`config.mk`:
```
export PLATFORM = sky130hd
export DESIGN_NAME = sb_tx_clk_gen
export DESIGN_NICKNAME = d
export VERILOG_FILES = /design/src/rtl/sb_clk_pkg.sv /design/src/rtl/sb_clk_icg.sv /design/src/rtl/sb_tx_clk_gen.sv
export SDC_FILE = /design/constraint.sdc
export NUM_CORES = 1
export LEC_CHECK = 0
export BUFFER_PORTS_ARGS = -buffer_cell sky130_fd_sc_hd__buf_2
export CAP_MARGIN = 0
export CELL_PAD_IN_SITES_DETAIL_PLACEMENT = 1
export CELL_PAD_IN_SITES_GLOBAL_PLACEMENT = 1
export CORE_UTILIZATION = 42
export CTS_CLUSTER_SIZE = 30
export DETAILED_ROUTE_END_ITERATION = 12
export PLACE_DENSITY_LB_ADDON = 0.1
export SKIP_CTS_REPAIR_TIMING = 1
export SLEW_MARGIN = 20
export SYNTH_ARGS = -nofsm -noshare
export SYNTH_HDL_FRONTEND = slang
export SYNTH_SLANG_ARGS = --single-unit
```
`constraint.sdc`:
```
create_clock -name i_pll_clk -period 2.5 [get_ports i_pll_clk]
set_input_delay 0.25 -clock i_pll_clk [delete_from_list [all_inputs] [get_ports i_pll_clk]]
set_output_delay 0.25 -clock i_pll_clk [all_outputs]
set_load 0.1 [all_outputs]
```
`src/rtl/sb_clk_pkg.sv`:
```
// Shared types and defaults for the sideband TX clock generator.
package sb_clk_pkg;

  typedef enum logic [1:0] {
    SB_CLK_IDLE   = 2'd0,
    SB_CLK_ACTIVE = 2'd1,
    SB_CLK_GAP    = 2'd2
  } sb_clk_state_e;

  localparam int SB_PKT_BITS_DEF   = 64;
  localparam int SB_GAP_CYCLES_DEF = 32;
  localparam int SB_PEND_DEPTH_DEF = 2;

  // Bits needed to hold values 0..max_val; never narrower than one bit.
  function automatic int sb_cnt_w(input int max_val);
    return (max_val < 2) ? 1 : $clog2(max_val + 1);
  endfunction

endpackage

```
`src/rtl/sb_clk_icg.sv`:
```
// Latch-based integrated clock gate. The enable is captured while the clock
// is low, so it can only change outside the high phase; the gated clock is
// therefore made only of full-width pulses. Reset forces the output low at once.
module sb_clk_icg (
  input  logic i_clk,
  input  logic i_en,
  input  logic i_rst,
  output logic o_gclk
);

  logic en_latch;

  // Enable latch: transparent while the clock is low, cleared by reset.
  always_latch begin
    if (i_rst) begin
      en_latch <= 1'b0;
    end else if (!i_clk) begin
      en_latch <= i_en;
    end
  end

  assign o_gclk = i_clk & en_latch & ~i_rst;

endmodule

```
`src/rtl/sb_tx_clk_gen.sv`:
```
// Sideband TX clock generator/gater. Each packet produces PKT_BITS gated PLL
// pulses on TXCKSB followed by GAP_CYCLES idle cycles. Packet-start requests
// are accepted with ready/valid and queued up to PEND_DEPTH deep.
// Optional feature: define SB_TX_CLK_PKT_CNT_EN to add the saturating
// o_pkt_cnt packet counter output.
module sb_tx_clk_gen
  import sb_clk_pkg::*;
#(
  parameter int PKT_BITS   = SB_PKT_BITS_DEF,
  parameter int GAP_CYCLES = SB_GAP_CYCLES_DEF,
  parameter int PEND_DEPTH = SB_PEND_DEPTH_DEF
) (
  input  logic                        i_pll_clk,
  input  logic                        i_rst,
  input  logic                        i_pkt_valid,
  output logic                        o_pkt_ready,
  output logic                        o_busy,
  output logic [$clog2(PKT_BITS)-1:0] o_bit_idx,
  output logic                        o_ser_done,
  output logic                        o_pack_finished,
`ifdef SB_TX_CLK_PKT_CNT_EN
  output logic [15:0]                 o_pkt_cnt,
`endif
  output logic                        TXCKSB
);

  localparam int BIT_W  = $clog2(PKT_BITS);
  localparam int GAP_W  = sb_cnt_w(GAP_CYCLES - 1);
  localparam int PEND_W = sb_cnt_w(PEND_DEPTH);

  localparam logic [BIT_W-1:0]  BIT_LAST = BIT_W'(PKT_BITS - 1);
  localparam logic [GAP_W-1:0]  GAP_LAST = GAP_W'(GAP_CYCLES - 1);
  localparam logic [PEND_W-1:0] PEND_MAX = PEND_W'(PEND_DEPTH);

  sb_clk_state_e     state_reg;
  logic [BIT_W-1:0]  bit_cnt_reg;
  logic [GAP_W-1:0]  gap_cnt_reg;
  logic [PEND_W-1:0] pend_cnt_reg;
  logic              ser_done_reg;
  logic              pack_fin_reg;

  logic accept;
  logic have_req;
  logic start_pkt;
  logic gate_en;

  // Ready depends only on queue occupancy, never on valid.
  assign o_pkt_ready = (pend_cnt_reg < PEND_MAX);
  assign accept      = i_pkt_valid & o_pkt_ready;
  // A request accepted this very cycle can start a packet without queueing.
  assign have_req    = (pend_cnt_reg != '0) | accept;
  assign start_pkt   = have_req &
                       ((state_reg == SB_CLK_IDLE) |
                        ((state_reg == SB_CLK_GAP) & (gap_cnt_reg == GAP_LAST)));

  // Pending-request queue depth: accept adds one, packet start removes one.
  always_ff @(posedge i_pll_clk or posedge i_rst) begin
    if (i_rst) begin
      pend_cnt_reg <= '0;
    end else if (accept && !start_pkt) begin
      pend_cnt_reg <= pend_cnt_reg + 1'b1;
    end else if (!accept && start_pkt) begin
      pend_cnt_reg <= pend_cnt_reg - 1'b1;
    end
  end

  // Packet sequencer with registered serialize-done and gap flags.
  always_ff @(posedge i_pll_clk or posedge i_rst) begin
    if (i_rst) begin
      state_reg    <= SB_CLK_IDLE;
      bit_cnt_reg  <= '0;
      gap_cnt_reg  <= '0;
      ser_done_reg <= 1'b0;
      pack_fin_reg <= 1'b0;
    end else begin
      ser_done_reg <= 1'b0;
      case (state_reg)
        SB_CLK_IDLE: begin
          bit_cnt_reg <= '0;
          if (start_pkt) begin
            state_reg <= SB_CLK_ACTIVE;
          end
        end
        SB_CLK_ACTIVE: begin
          if (bit_cnt_reg == BIT_LAST) begin
            state_reg    <= SB_CLK_GAP;
            gap_cnt_reg  <= '0;
            ser_done_reg <= 1'b1;
            pack_fin_reg <= 1'b1;
          end else begin
            bit_cnt_reg <= bit_cnt_reg + 1'b1;
          end
        end
        SB_CLK_GAP: begin
          if (gap_cnt_reg == GAP_LAST) begin
            pack_fin_reg <= 1'b0;
            bit_cnt_reg  <= '0;
            state_reg    <= start_pkt ? SB_CLK_ACTIVE : SB_CLK_IDLE;
          end else begin
            gap_cnt_reg <= gap_cnt_reg + 1'b1;
          end
        end
        default: begin
          state_reg    <= SB_CLK_IDLE;
          pack_fin_reg <= 1'b0;
        end
      endcase
    end
  end

  assign o_busy          = (state_reg != SB_CLK_IDLE) | (pend_cnt_reg != '0);
  assign o_bit_idx       = (state_reg == SB_CLK_ACTIVE) ? bit_cnt_reg : '0;
  assign o_ser_done      = ser_done_reg;
  assign o_pack_finished = pack_fin_reg;

`ifdef SB_TX_CLK_PKT_CNT_EN
  logic [15:0] pkt_cnt_reg;

  // Completed-packet counter, saturating at all ones.
  always_ff @(posedge i_pll_clk or posedge i_rst) begin
    if (i_rst) begin
      pkt_cnt_reg <= '0;
    end else if (ser_done_reg && (pkt_cnt_reg != 16'hFFFF)) begin
      pkt_cnt_reg <= pkt_cnt_reg + 16'd1;
    end
  end

  assign o_pkt_cnt = pkt_cnt_reg;
`endif

  assign gate_en = (state_reg == SB_CLK_ACTIVE);

  sb_clk_icg u_icg (
    .i_clk  (i_pll_clk),
    .i_en   (gate_en),
    .i_rst  (i_rst),
    .o_gclk (TXCKSB)
  );

endmodule

```
==> results of run 1 <==
==> path summary, 6_finish.rpt <==
kind | end | slack [ns] | depth (start not counted)
worst max-delay path | TXCKSB | 0.05 | 2
worst min-delay path | state_reg[0] | 0.18 | 3
worst max register to register | u_icg.en_latch | 0.28 | 2
worst min register to register | pend_cnt_reg[0] | 0.53 | 1
max in group gated | clock gate | 0.88 | 5
max in group asynchronous | bit_cnt_reg[3] | 1.83 | 4
min in group gated | clock gate | 0.24 | 5
min in group asynchronous | pend_cnt_reg[0] | 0.47 | 4
==> logic make-up (layout without fill, tap and decap cells) <==
kind of cell             after synthesis  after routing  synth area share, %
AO/OA/AOI/OAI                         22             22                 15.9
XOR/XNOR                               4              4                 3.51
adder cells (fa/ha/maj)                4              4                 5.01
buffers and inverters                  6             31                 2.51
flip-flops                            17             17                 42.6
latches                                1              1                 1.50
multiplexers                           3              3                 3.13
AND/OR/NAND/NOR                       45             45                 25.8
==> synthesized netlist by cell type (2+ instances only) <==
cell type	count
nand3_1	2
o22ai_1	4
nand2b_1	3
xnor2_1	3
o21ai_0	3
mux2i_1	2
a21oi_1	2
buf_2	2
or3_1	2
nor2_1	5
nor2b_1	4
ha_1	4
inv_1	4
nand2_1	10
dfrtp_1	17
and3_1	3
and2_1	7
==> per-stage QoR <==
stage,worst slack [ns],std cells,utilization [%],TNS (ns)
after floorplan,0.228,102,-,0
after global placement,0.166,144,49.8,0
after detailed placement,0.162,144,49.8,0
after CTS,-0.178,153,52.5,-0.178
after global routing,0.0168,155,54.2,0
final,0.0546,155,54.2,0
==> routing by layer <==
metal / up-vias / share of wire (%)
met5: - / 0
met4: 0 / 1.8
met3: 5 / 4.2
met2: 20 / 48
met1: 411 / 46
li1: 414 / -
==> worst max-delay path: cells and delay by family, from the launching register on <==
kind	cells	cell delay [ns]
buffers and inverters	1	0.17
latches	1	0.30
AND/OR/NAND/NOR	1	0.18
==> cell usage in the layout (no fill, tap or decap), types with 2 or more instances in the layout <==
master          n
inv_1           4
or3_1           2
clkbuf_4        7
buf_2          12
and3_1          2
ha_1            4
nand3_1         2
nand2_1        10
a21oi_1         2
xnor2_1         3
o21ai_0         3
nand2b_1        3
buf_4           3
mux2i_1         2
nor2_1          5
dfrtp_1        17
and2_1          7
nor2b_1         4
clkbuf_1        2
dlygate4sd3_1   2
o22ai_1         4
==> cell type report <==
type	instances	share of cell area, %
Tap cell	28	2.89
Clock buffer	10	6.61
Multi-Input combinational cell	78	44.4
Inverter	4	1.24
Timing Repair Buffer	17	8.47
Sequential cell	18	36.4
==> impl_results.md, run 1 <==
- Initial Utilization: 44.7%
- Fill cell total of the finished layout: 278
- Top-area cell type share of the netlist area: 42.6%
- Reg clk slew, reported paths: 0.10 ns
- Tot GR Track Use: 23.2%
- DR vias/cell: 5.48
- First-pass GRT wire length: 4.06 mm
- Ys async rst share: 94.4%
- Synthesized area: 998 um^2
- Core area: 2230 um^2
- Vias in the first global route: 888
- Layout cells sized above 1: 23.6%
- Max reg flops: 6
- Met1 Use GR: 25.4%
- Final Hold Fails: 0
- EDFF count, synth: 0
- Synth-to-layout area growth: 21.3%
- Slew Limit Fails: 0
- Worst slew margin: 67.4%
- Crit Path Max Fanout: 1
- Slowest cell on crit path: dlxtp_1
- IO Pins: 14
- GR Overflow Total: 0
- RSZ-0062 raised after global routing: no
- Largest stage delay, worst path: 0.30 ns
- Final Setup Violations: 0
- Row count: 17
- DR vias: 850
- Antenna-violating nets left: 0
- Syn nets: 109
- Worst Path Class, Setup: latch to output pin
- Synth Instances: 102
- Post-layout instance area: 1210 um^2
- Worst Hold Class: input pin to register
- Die height: 50.8 um
- CTS tree: yes
- Dpl hpwl: 1.63 mm
- Synth Flop Type: dfrtp_1
- Slew @ Worst Pin: 0.492 ns
- Top cells by area, synth: dfrtp_1 43%, ha_1 5.0%, and2_1 4.4%
- Count of input and output buffers: 13
- Largest area contributor in the netlist: dfrtp_1
- CP Capture Type: output pin
- Multi-input logic area: 538 um^2
- Skew-Pair Late Insertion Delay: 0.40 ns
- Pin count of the biggest net entering global routing: 20
- Arrival time at the worst endpoint: 2.20 ns
- Initial antenna violation count: 0
- R2R Path Start: state_reg[1]
- Yosys cell types: 42
- DRC viols: 0
- Busiest layer in global routing: met2
- Nets: 134
- Flops & latches, synth: 18
- Met3 Usage GRT: 11.2%
- WL/cell: 15.4 um
- Outcome: complete, no violations
- Critical path data required time: 2.25 ns
- Seq. cell area: 440 um^2
- Worst-path cell chain: and3_4 > buf_12
- DP Area: 1110 um^2
- Mean Syn Cell Area: 9.79 um^2
- Max Cap Viol: 0
- DRT iter0 DRCs: 14
- Met2 Track Usage GR: 34.0%
- Diodes inserted: 0
- Worst setup startpoint: u_icg.en_latch
- Initial DRT Pass Iterations: 4
- Die Wd: 50.8 um
- Final Skew: 0.121 ns
- Die area: 2580 um^2
- Synth warn: 0
- Placer Congestion: 0.741
- Drt total wl: 2.38 mm
- Hold Startpoint: i_pkt_valid
- Crit start category: latch
- Fin Hold WS: 0.180 ns
Power of run 1 is left out: the tool's default activity adds up to more than one toggle a clock period on the data nets, which glitch-free logic cannot reach.
==> run 2: changes to the inputs <==
--- a/config.mk
+++ b/config.mk
@@ -5,11 +5,14 @@
 export SDC_FILE = /design/constraint.sdc
 export NUM_CORES = 1
 export LEC_CHECK = 0
+export ABC_AREA = 1
 export BUFFER_PORTS_ARGS = -buffer_cell sky130_fd_sc_hd__buf_2
 export CAP_MARGIN = 0
 export CELL_PAD_IN_SITES_DETAIL_PLACEMENT = 1
 export CELL_PAD_IN_SITES_GLOBAL_PLACEMENT = 1
-export CORE_UTILIZATION = 42
+export CORE_ASPECT_RATIO = 0.9
+export CORE_UTILIZATION = 41
+export CTS_CLUSTER_DIAMETER = 40
 export CTS_CLUSTER_SIZE = 30
 export DETAILED_ROUTE_END_ITERATION = 12
 export PLACE_DENSITY_LB_ADDON = 0.1
==> run 2 against run 1 <==
Compared with the run above:
- the flow now finishes with violations (setup timing)
- area after synthesis rose by 2.4%
- clock skew fell by 0.11 ns
- flip-flop and latch count did not move
- register-to-register slack got worse by 0.03 ns
- core utilization rose by 0.47 points
- critical path type unchanged
- critical endpoint unchanged
==> impl_results.md, run 2 <==
- Largest area contributor in the netlist: dfrtp_1
- Pin count of the biggest net entering global routing: 19
- Initial DRT Pass Iterations: 4
- Placer Congestion: 0.763
- Top cells by area, synth: dfrtp_1 42%, nand2_1 11%, inv_1 6.2%
- Nets: 159
- Drt total wl: 2.39 mm
- R2r worst-path depth: 11
- DRT iter0 DRCs: 17
- GR Overflow Total: 0
- Commonest non-fill, non-tap cell in the layout: nand2_1
- Worst Path Class, Setup: latch to output pin
- Most frequent cells in the layout: 30 x nand2_1, 17 x inv_1, 17 x dfrtp_1
- EDFF count, synth: 0
- Initial Utilization: 45.2%
- Worst setup startpoint: u_icg.en_latch
- Busiest layer in global routing: met2
- Final Setup Violations: 2
- Count of input and output buffers: 13
- Synth cell count leaders: 31 x nand2_1, 17 x dfrtp_1, 17 x inv_1
- Die area: 2700 um^2
- Vias in the first global route: 981
- RSZ-0062 raised after global routing: yes
- Final Hold Fails: 0
- Finished Core Util: 54.7%
- Critical path data required time: 2.25 ns
- Failing checks: setup timing
- IO Pins: 14
- Diodes inserted: 0
- Slowest cell on crit path: dlxtp_1
- Top-area cell type share of the netlist area: 41.6%
- Leak pwr: 0.640 nW
- CP Capture Type: output pin
- WP depth: 3
- Final Skew: 0.0131 ns
- CP endpoint: TXCKSB
- Synth-to-layout area growth: 21.1%
- Worst slew margin: 52.3%
- Crit start category: latch
- Arrival time at the worst endpoint: 2.35 ns
- Layout cells sized above 1: 26.5%
- Flops & latches, synth: 18
- Fin worst setup slack: -0.0981 ns
- Slew @ Worst Pin: 0.715 ns
- Largest stage delay, worst path: 0.32 ns
- Mean Syn Cell Area: 8.11 um^2
- Row count: 16
- Cell Pwr Density: 652 nW/um^2
- CP bufs+invs: 1
- DR vias: 899
- Reg2reg setup slack: 0.25 ns
- Initial antenna violation count: 0
- DR vias/cell: 5.05
- Count leader, synth: nand2_1
- Worst-path cell chain: nand2_2 > nor2_4 > buf_12
- Core area: 2260 um^2
- Met1 Use GR: 26.2%
- WL/cell: 13.4 um
- Reg clk slew, reported paths: 0.05 ns
- Met2 Track Usage GR: 31.7%
- Reg-to-reg endpoint: pend_cnt_reg[1]
- Synth Flop Type: dfrtp_1
- Synth warn: 0
- Ys async rst share: 94.4%
- Met3 Usage GRT: 6.54%
- Outcome: finished, violations left
- Top Family by Delay on Critical Path: latches
- Yosys cell types: 22
- Synthesized area: 1020 um^2
- Syn nets: 133
- R2R Path Start: gap_cnt_reg[0]
- CTS tree: yes
- First-pass GRT wire length: 4.01 mm
- Slew Limit Fails: 0
- DP Area: 1140 um^2
- Skew-Pair Late Insertion Delay: 0.40 ns
- Die Wd: 54.6 um
- Max Cap Viol: 0
- Dpl hpwl: 1.71 mm
- Die height: 49.4 um
- Tot GR Track Use: 21.4%
- Worst Hold Class: input pin to latch
- Post-layout instance area: 1240 um^2
- Antenna-violating nets left: 0
- VDD IR max: 0.000584 V
- Crit Path Max Fanout: 1
- Max reg flops: 6
- Synth Instances: 126
- DRC viols: 0
-- run 2: cell types whose count changed after synthesis, sizes merged, moves of 4 or more --
cell,previous run,this run
inv,4,20
o22ai,4,0
nor2,6,19
and2,7,0
nand3,3,13
o21ai,4,9
nor2b,4,0
nand2,10,34
-- run 2: kinds of logic after synthesis --
family          synth area share, %
simple gates                   34.5
buf+inv                        7.59
flops                          41.6
compound gates                 7.34
fa+ha+maj                      4.90
xor+xnor                       2.57
latches                        1.47
-- run 2: through the flow --
| stage | total power, mW | instances | setup TNS, ns | hold WS [ns] | setup WS [ns] |
|---|---|---|---|---|---|
| 2_1_floorplan | 0.481 | 126 | 0 | -0.781 | 0.121 |
| 3_3_place_gp | 0.503 | 167 | 0 | -0.526 | 0.159 |
| 3_5_place_dp | 0.510 | 167 | 0 | -0.511 | 0.145 |
| 4_1_cts | 0.790 | 176 | -0.321 | -0.870 | -0.321 |
| 5_1_grt | 0.857 | 178 | -0.160 | 0.0483 | -0.160 |
| 6_report | 0.807 | 178 | -0.0981 | 0.0537 | -0.0981 |
-- run 2: where the power goes --
group / switching (mW) / internal, mW / total [mW]
clock: 0.177 / 0.177 / 0.354
combinational: 0.105 / 0.0343 / 0.139
sequential: 0.0151 / 0.299 / 0.314
-- run 2: layout make-up --
cell class | count | area [um^2]
clock buffers | 10 | 83.8
multi-input cells | 88 | 514
well taps | 27 | 33.8
repair buffers | 15 | 87.6
flip-flops and latches | 18 | 440
fillers | 283 | 1020
inverters | 20 | 77.6
-- run 2: worst min path at each step --
stage | from | endpoint | slack, ns | cells after the start
5_1_grt | i_rst | u_icg.en_latch | 0.05 | 2
2_1_floorplan | i_rst | clock gate | -0.78 | 1
3_3_place_gp | i_rst | clock gate | -0.53 | 2
6_report | i_rst | u_icg.en_latch | 0.05 | 2
4_1_cts | i_rst | clock gate | -0.87 | 2
3_5_place_dp | i_rst | clock gate | -0.51 | 2
-- run 2: worst reg2reg max path, delay by kind of cell, from the launching register on --
| family | cells | cell delay (ns) |
|---|---|---|
| xor gates and xnor gates | 1 | 0.16 |
| buffers and inverters | 1 | 0.09 |
| adders and majority gates | 3 | 0.69 |
| AOI/OAI and AO/OA | 3 | 0.51 |
| and+or+nand+nor | 3 | 0.29 |
| DFF | 1 | 0.39 |
-- run 2: routing by layer --
metal,routed length [um],vias up
met3,91,9
met1,1140,421
met5,0,-
li1,-,446
met2,1120,23
met4,37,0
No activity file was read; power rests on OpenSTA's default activity.
==> run 3: changes to the inputs <==
--- a/config.mk
+++ b/config.mk
@@ -7,7 +7,7 @@
 export LEC_CHECK = 0
 export ABC_AREA = 1
 export BUFFER_PORTS_ARGS = -buffer_cell sky130_fd_sc_hd__buf_2
-export CAP_MARGIN = 0
+export CAP_MARGIN = 20
 export CELL_PAD_IN_SITES_DETAIL_PLACEMENT = 1
 export CELL_PAD_IN_SITES_GLOBAL_PLACEMENT = 1
 export CORE_ASPECT_RATIO = 0.9
@@ -15,6 +15,7 @@
 export CTS_CLUSTER_DIAMETER = 40
 export CTS_CLUSTER_SIZE = 30
 export DETAILED_ROUTE_END_ITERATION = 12
+export HOLD_SLACK_MARGIN = 0.06
 export PLACE_DENSITY_LB_ADDON = 0.1
 export SKIP_CTS_REPAIR_TIMING = 1
 export SLEW_MARGIN = 20
==> run 3 against run 2 <==
Compared with the run above:
- power hardly changed
- largest cell class unchanged
- the run still ends with setup timing left
- clock power about the same
- via count fell by 0.33%
- highest routed layer unchanged
- count of clock-buffer cells in the layout unchanged
- clock skew decreased by 0.00063 ns
==> impl_results.md, run 3 (synthesized netlist as in run 2, its figures left out) <==
- IO Pins: 14
- Final Non-Filler Cells: 178
- Post-layout instance area: 1240 um^2
- Drt total wl: 2.39 mm
- Reg clk slew, reported paths: 0.10 ns
- CTS tree: yes
- Die Wd: 54.6 um
- Max Cap Viol: 0
- Cell Pwr Density: 653 nW/um^2
- Hold Startpoint: i_pkt_valid
- Slew Limit Fails: 0
- Arrival time at the worst endpoint: 2.36 ns
- Crit start category: latch
- Clock share of power: 43.9%
- Synth-to-layout area growth: 21.1%
- Final Hold Fails: 0
- Failing checks: setup timing
- Initial Utilization: 45.2%
- Final Skew: 0.0124 ns
- Vias in the first global route: 981
- Initial DRT Pass Iterations: 4
- Power consumption: 808 uW
- Sequential share of power: 38.9%
- DR vias: 896
- Worst slack, placed: 0.145 ns
- Most frequent cells in the layout: 30 x nand2_1, 17 x inv_1, 17 x dfrtp_1
- First-pass GRT wire length: 4.01 mm
- Worst slew margin: 52.3%
- Diodes inserted: 0
- WL/cell: 13.4 um
- DRT iter0 DRCs: 17
- Max reg flops: 6
- Tot GR Track Use: 21.4%
- Placer Congestion: 0.763
- Pin count of the biggest net entering global routing: 19
- Worst Hold Class: input pin to register
- Slew @ Worst Pin: 0.714 ns
- R2R Path Start: gap_cnt_reg[0]
- GR Overflow Total: 0
- DR vias/cell: 5.03
- Final Setup Violations: 2
- Layout cells sized above 1: 26.5%
- VDD IR max: 0.000584 V
- Switching Fraction: 36.8%
- Worst Path Class, Setup: latch to output pin
- Outcome: finished, violations left
- Crit Path Max Fanout: 1
- RSZ-0062 raised after global routing: yes
- Dpl hpwl: 1.71 mm
- Row count: 16
- Fin worst setup slack: -0.108 ns
- Placed instance count: 167
- Power Internal: 510 uW
- CP Capture Type: output pin
- Initial antenna violation count: 0
- Nets: 159
- DRC viols: 0
- Finished Core Util: 54.7%
- Worst setup startpoint: u_icg.en_latch
- Commonest non-fill, non-tap cell in the layout: nand2_1
- Die area: 2700 um^2
- Leak pwr: 0.640 nW
- Reg2reg setup slack: 0.25 ns
- Antenna-violating nets left: 0
- DP Area: 1140 um^2
- Combinational power share: 17.3%
- Die height: 49.4 um
- Sw Pwr: 297 uW
- Skew-Pair Late Insertion Delay: 0.40 ns
- Critical path data required time: 2.25 ns
- Count of input and output buffers: 13
- Core area: 2260 um^2
run 3: metrics by stage:
| step | hold slack (ns) | setup TNS (ns) |
|---|---|---|
| after floorplan | -0.781 | 0 |
| after global placement | -0.526 | 0 |
| after detailed placement | -0.511 | 0 |
| after CTS | -0.870 | -0.321 |
| after global routing | 0.214 | -0.160 |
| final | 0.196 | -0.108 |
run 3: worst paths after layout:
kind                                         to  depth (start not counted)
min in group asynchronous        bit_cnt_reg[5]                          3
worst min register to register  o_pack_finished                          2
max in group gated                   clock gate                          4
worst min-delay path               state_reg[0]                          5
min in group gated                   clock gate                          4
worst max-delay path                     TXCKSB                          3
worst max register to register  pend_cnt_reg[1]                         11
max in group asynchronous       pend_cnt_reg[1]                          3
run 3: metal layers:
layer	vias up	wire, um	global-route usage, %
met3	9	77	6.54
met5	-	0	0
met4	0	38	12.8
met2	21	1120	31.7
li1	446	-	-
met1	420	1160	26.2
run 3: cell type report:
class	instances	area (um^2)
well taps	27	33.8
flip-flops and latches	18	440
fillers	283	1020
multi-input cells	88	514
clock buffers	10	83.8
inverters	20	77.6
repair buffers	15	87.6
run 3: worst max-delay path, stage by stage (launching register included):
cell and delay (ns):
dlxtp_1 0.33, nand2_2 0.06, nor2_4 0.11, buf_12 0.18
run 3: power groups by stage:
stage	clock network [mW]	registers (mW)	logic [mW]
floorplan	0.0505	0.316	0.115
global placement	0.0542	0.318	0.131
detailed placement	0.0542	0.319	0.137
CTS	0.337	0.314	0.139
global route	0.387	0.318	0.152
finish	0.354	0.314	0.139
